`src/rtl/nn_out_reader.sv`:
```
// Captures two 384-bit convolution result vectors and streams their 64 elements
// over a valid/ready port. Optional argmax tracking is enabled by NN_RD_ARGMAX_EN.
module nn_out_reader #(
   parameter int ELEM_W = 12,
   parameter int N_ELEM = 32
) (
   input  logic                       clk,
   input  logic                       rst,
   input  logic                       start,
   input  logic [ELEM_W*N_ELEM-1:0]   out1,
   input  logic [ELEM_W*N_ELEM-1:0]   out2,
   output logic                       busy,
   output logic [ELEM_W-1:0]          dout,
   output logic [5:0]                 dout_idx,
   output logic                       dout_valid,
   input  logic                       dout_ready,
   output logic                       dout_last,
   output logic                       done,
   output logic [ELEM_W-1:0]          max_val,
   output logic [5:0]                 max_idx
);

   localparam int         BUF_W    = 2 * ELEM_W * N_ELEM;
   localparam logic [5:0] LAST_IDX = 6'(2 * N_ELEM - 1);

   typedef enum logic [1:0] {
      IDLE = 2'd0,
      SEND = 2'd1,
      DONE = 2'd2
   } state_t;

   state_t             state_q, state_d;
   logic [BUF_W-1:0]   buf_q, buf_d;
   logic [5:0]         idx_q, idx_d;
   logic               capture;
   logic               xfer;
   logic               is_last;
   logic [ELEM_W-1:0]  elem;

   assign is_last = (idx_q == LAST_IDX);
   assign elem    = buf_q[int'(idx_q) * ELEM_W +: ELEM_W];
   assign xfer    = (state_q == SEND) && dout_ready;

   // NOTE: every signal written here gets a default first, so no path leaves
   // a value unassigned and no latch is inferred.
   always_comb begin
      state_d = state_q;
      buf_d   = buf_q;
      idx_d   = idx_q;
      capture = 1'b0;
      unique case (state_q)
         IDLE: begin
            if (start) begin
               capture = 1'b1;
               buf_d   = {out2, out1};
               idx_d   = '0;
               state_d = SEND;
            end
         end
         SEND: begin
            if (xfer) begin
               // Index 63 is terminal: leave it there rather than wrapping.
               if (is_last) state_d = DONE;
               else         idx_d   = idx_q + 6'd1;
            end
         end
         DONE: state_d = IDLE;
         default: state_d = IDLE;
      endcase
   end

   // NOTE: sequential state uses non-blocking assignments so every flop
   // samples its _d value from before the edge, independent of block order.
   always_ff @(posedge clk) begin
      if (rst) begin
         state_q <= IDLE;
         idx_q   <= '0;
      end else begin
         state_q <= state_d;
         idx_q   <= idx_d;
      end
   end

   // NOTE: the capture buffer is deliberately left out of reset; its contents
   // are only read in SEND, which can only be reached through a fresh capture.
   always_ff @(posedge clk) begin
      buf_q <= buf_d;
   end

   assign busy       = (state_q != IDLE);
   assign dout_valid = (state_q == SEND);
   assign dout       = dout_valid ? elem : '0;
   assign dout_idx   = idx_q;
   assign dout_last  = dout_valid && is_last;
   assign done       = (state_q == DONE);

`ifdef NN_RD_ARGMAX_EN
   logic [ELEM_W-1:0] run_val_q, run_val_d;
   logic [5:0]        run_idx_q, run_idx_d;
   logic [ELEM_W-1:0] max_val_q, max_val_d;
   logic [5:0]        max_idx_q, max_idx_d;

   always_comb begin
      run_val_d = run_val_q;
      run_idx_d = run_idx_q;
      max_val_d = max_val_q;
      max_idx_d = max_idx_q;
      if (capture) begin
         run_val_d = '0;
         run_idx_d = '0;
      end else if (xfer) begin
         // Strictly greater only, so a tie keeps the earlier (lower) index.
         if (elem > run_val_q) begin
            run_val_d = elem;
            run_idx_d = idx_q;
         end
         if (is_last) begin
            max_val_d = run_val_d;
            max_idx_d = run_idx_d;
         end
      end
   end

   always_ff @(posedge clk) begin
      if (rst) begin
         run_val_q <= '0;
         run_idx_q <= '0;
         max_val_q <= '0;
         max_idx_q <= '0;
      end else begin
         run_val_q <= run_val_d;
         run_idx_q <= run_idx_d;
         max_val_q <= max_val_d;
         max_idx_q <= max_idx_d;
      end
   end

   assign max_val = max_val_q;
   assign max_idx = max_idx_q;
`else
   assign max_val = '0;
   assign max_idx = '0;
`endif

endmodule

```
`config.mk`:
```
export PLATFORM = sky130hd
export DESIGN_NAME = nn_out_reader
export DESIGN_NICKNAME = d
export VERILOG_FILES = /design/src/rtl/nn_out_reader.sv
export SDC_FILE = /design/constraint.sdc
export NUM_CORES = 1
export LEC_CHECK = 0
export CORE_AREA = 2 2 319 321
export CTS_CLUSTER_DIAMETER = 50
export DETAILED_ROUTE_END_ITERATION = 16
export DIE_AREA = 0 0 321 323
export PLACE_DENSITY = 0.63
export SLEW_MARGIN = 20
export SYNTH_ARGS = -nofsm -noshare
export SYNTH_HDL_FRONTEND = slang
export SYNTH_SLANG_ARGS = --single-unit
export TNS_END_PERCENT = 1
```
`constraint.sdc`:
```
create_clock -name clk -period 56.6 [get_ports clk]
set_input_delay 11.32 -clock clk [delete_from_list [all_inputs] [get_ports clk]]
set_output_delay 11.32 -clock clk [all_outputs]
set_load 0.02 [all_outputs]
```
==> After elaboration in Yosys (flattened, before gate mapping) <==
Cells that the tools add are included.
{ "word_totals": {"regBits": 776, "output_inout_bits": 40, "wordCells": 30} }
{ "classes": {"n_addsub": 1, "n_mul": 1, "eq_ne": 7, "shifts": 1, "n_mux": 9, "n_reduce_logical": 8} }
{ "ops": {"columns": ["operator", "n"], "rows": [
  ["768-bit by 11-bit variable part select with 12-bit output", 1],
  ["6-bit 2-to-1 mux", 3],
  ["12-bit 2-to-1 mux", 1],
  ["6-bit one-hot mux with 2 select lines", 1],
  ["6-bit by 2-bit multiplier with 8-bit output, second input constant", 1],
  ["6-bit by 1-bit adder with 6-bit output, second input constant", 1],
  ["6-bit equality test, second input constant", 1],
  ["2-bit 2-to-1 mux", 3],
  ["2-bit by 1-bit inequality test with 1-bit output, second input constant", 2],
  ["2-bit inequality test, second input constant", 2],
  ["2-bit one-hot mux with 2 select lines", 1],
  ["4-bit AND reduction", 1],
  ["2-bit nonzero test", 2],
  ["3-bit AND reduction", 1],
  ["2-bit by 1-bit equality test with 1-bit output, second input constant", 1],
  ["2-bit equality test, second input constant", 1],
  ["1-bit logical AND", 2],
  ["2-bit logical NOT", 1],
  ["2-bit AND reduction", 1]
]} }

==> Logic depth before layout (Yosys ltp) <==
{ "logic_depth": {"depth_word": 4, "depth_mapped": 9, "depth_no_buf": 6} }

==> Worst setup path before layout <==
Ideal clock, no wire load.
{ "synth_timing": {"path_kind": "input to register", "startpoint": "in start", "endpoint": "reg idx_q[2] (netlist: dout_idx[2])", "setup_ps": 160, "t_arrival_ps": 46100, "setup_slack_ps": 10339, "stages": 4, "n_path_buf": 0, "cell_sequence": "inv_1 > nor2_1 > or2_2 > nor2_1"} }
{ "synth_between": {"elab_chain_cells": 2} }
{ "synth_lines": {"columns": ["element", "line", "source"], "rows": [
  ["start: declaration", "9", "input logic start,"],
  ["2-bit inequality test (no line)", null, null],
  ["4-bit AND reduction (no line)", null, null],
  ["end signal: assignment", "80", "idx_q <= idx_d;"],
  ["end: declaration", "34", "logic [5:0] idx_q, idx_d;"]
]} }
Every way passes these cells.
A chain may end at the register's enable or synchronous reset.

==> Worst setup path in the final report <==
{ "layout_timing": {"startpoint": "in start", "endpoint": "reg buf_q[524], enable pin"} }
{ "layout_between": {"elab_chain_cells": 1} }
{ "layout_lines": {"columns": ["element", "line", "source"], "rows": [
  ["2-bit AND reduction (no line)", null, null],
  ["end signal: assignment", "87", "buf_q <= buf_d;"],
  ["end: declaration", "33", "logic [BUF_W-1:0] buf_q, buf_d;"]
]} }
Every way passes these cells.

==> metrics.cfg <==
[synthesis]
postSynthAreaPerCell_um2 = 21.9
yosys_most_used_dff = edfxtp_1
ys_seq_elements = 776
synth_area_leaders = edfxtp_1, mux4_2, mux2i_1, a211oi_1, buf_4
async_flop_share = 0
syn_inst = 1358
synth_top_area_share = 0.774
synth_edf_count = 768
ys_warn_count = 0
synth_commonest_cells = edfxtp_1, mux4_2, mux2i_1, a211oi_1, buf_4
syn-cell-area_um2 = 29800
yosysUniqueCellTypes = 44
synth_top_area_cell = edfxtp_1
yosysSeqAreaShare = 0.779
synth.most_common_cell = edfxtp_1

[global_routing]
grt_first_pass_wirelength_um = 132000
track_usage = 0.182
grt_pass1_vias = 18406
grt_overflow = 0
antenna_found_initial = 23
grt_max_degree = 98

[worst_setup_path]
slowest_delay_ps = 950
crit_required_ps = 56870
endpoint_kind = flop
cp_slowest_cell = buf_4
crit_path_cell_trace = clkdlybuf4s50_1, inv_1, nor2_4, buf_4, buf_4, buf_4, buf_4, buf_4
cpMostUsedCell = buf_4
cp_max_fo = 87
worstSetupStartpointType = primary input
worstPathArrival_ps = 17090
criticalPathCategory = primary input to flop

[layout]
fin_util = 0.418
fill_cells = 8821
multiInputGateArea_um2 = 6060
register_area_um2 = 23200
layout-drive-gt1-share = 0.143
areaGrowthSynthToFinish_pct = 41.4
fin_cells = 3590
nNetsFinal = 2965

[sta]
setup_viol = 0
min_period_ps = 16820
slew_viol_final = 0
tightest_slew_ps = 1100
final.setup.worst_slack_ps = 39780
finalCritPeriodShare = 0.297
timing.setup.tns_ps = 0
rsz0062_at_grt = false
clock_skew_ps = 21.0
max_freq_mhz = 59.4
relSlewSlack = 0.262
hold_viol_final = 0

[cts]
cts.reportedPaths.clkPinSlew_ps = 60
postCtsSetupBuffers = 0
htree_levels = 3
clockBufferDepth = 3
cts-buffers-inserted = 91
ctsResizeCount = 0
clock_latency_ps = 670
tritoncts = yes
cts.sinks = 776
cts_hold_repair.buffers = 0
ctsRootBufferMaster = clkbuf_16

[floorplanning]
die_x_um = 321
die_height_um = 323
row_count = 117
ios = 812
core_um2 = 101000
start_util = 0.296
die_area_um2 = 104000

[power]
p_leak_nw = 13.6
p_per_area_nw_per_um2 = 32.6
worst_ir_drop_vdd_mv = 0.0257
power_w = 0.00137

[placed_design]
pre_cts_slack_ps = 39150
gp_congestion = 0.792
io_buffers = 793
dpl.hpwl_um = 72500
numPlacedInstances = 3408

[detailed_routing]
wl_um = 97300
ant_nets = 0
wl_per_cell_um = 27.1
vias = 17037
drt_iter0_markers = 1448
drt_first_pass_iters = 7
avgViaCountPerCell = 4.75
drc = 0

[flow_run]
cap_violations = 0

[worst_hold_path]
hold_path.class = flop to flop

[status]
status = finished, final reports clean

routing by layer:
layer  up-vias  GRT usage  part of all wire
met1      8595      0.211              0.37
met3       167     0.0510             0.080
met2       820      0.314              0.51
li1       7441          -                 -
met4        14     0.0830             0.036
met5         -          0           0.00097
per-stage QoR:
stage | hold slack [ps] | area, µm²
final | 607 | 42100
after global routing | 619 | 42100
after CTS | 578 | 42100
after detailed placement | 571 | 39100
after global placement | 556 | 39100
after floorplan | 505 | 29900
logic make-up after synthesis:
kind of cell | count (synthesis) | share of synthesized area
buf+inv | 100 | 0.0213
other cells | 1 | 0.000126
compound gates | 176 | 0.0423
fa+ha+maj | 1 | 0.000420
xor+xnor | 3 | 0.000882
mux | 261 | 0.149
flops | 776 | 0.779
simple gates | 40 | 0.00710
cell type report:
class,count,share of cell area
antenna,15,0.000891
clock inverter,58,0.0145
inverter,3,0.000267
multi-input combinational,499,0.144
timing repair buffer,821,0.194
clock buffer,109,0.0566
tap,1309,0.0389
sequential,776,0.551
sequential cells by signal, summed over array words and instances (netlist names):
register,cells
buf_q,768
dout_idx,6
state_q,2
critical path, delay by kind of cell:
| family | cells | cell delay [ps] |
|---|---|---|
| AND/OR/NAND/NOR | 1 | 420 |
| buffers and inverters | 7 | 5000 |
path summary, 6_finish.rpt:
| kind | start | to | slack [ps] | cells after the start |
|---|---|---|---|---|
| worst max-delay path | start | buf_q[524] | 39780 | 8 |
| worst min-delay path | state_q[1] | state_q[0] | 610 | 1 |
| worst max register to register | state_q[1] | buf_q[524] | 50380 | 7 |
| worst min register to register | state_q[1] | state_q[0] | 610 | 1 |
power by group:
part / internal [W] / switching, W / total, W
logic: 0.0000661 / 0.0000449 / 0.000111
clock network: 0.000341 / 0.000239 / 0.000581
registers: 0.000671 / 0.00000918 / 0.000680
placed cells by master, fill, tap and decap left out, drive strengths merged, types with 14 or more instances in the layout:
cell / instances
clkbuf: 109
o21ai: 24
a211oi: 49
mux4: 145
o221ai: 23
buf: 28
o22ai: 25
clkdlybuf4s50: 793
mux2i: 116
edfxtp: 768
clkinv: 36
a21oi: 14
diode: 15
conb: 18
Note: power is estimated with default switching activity, not from simulation.
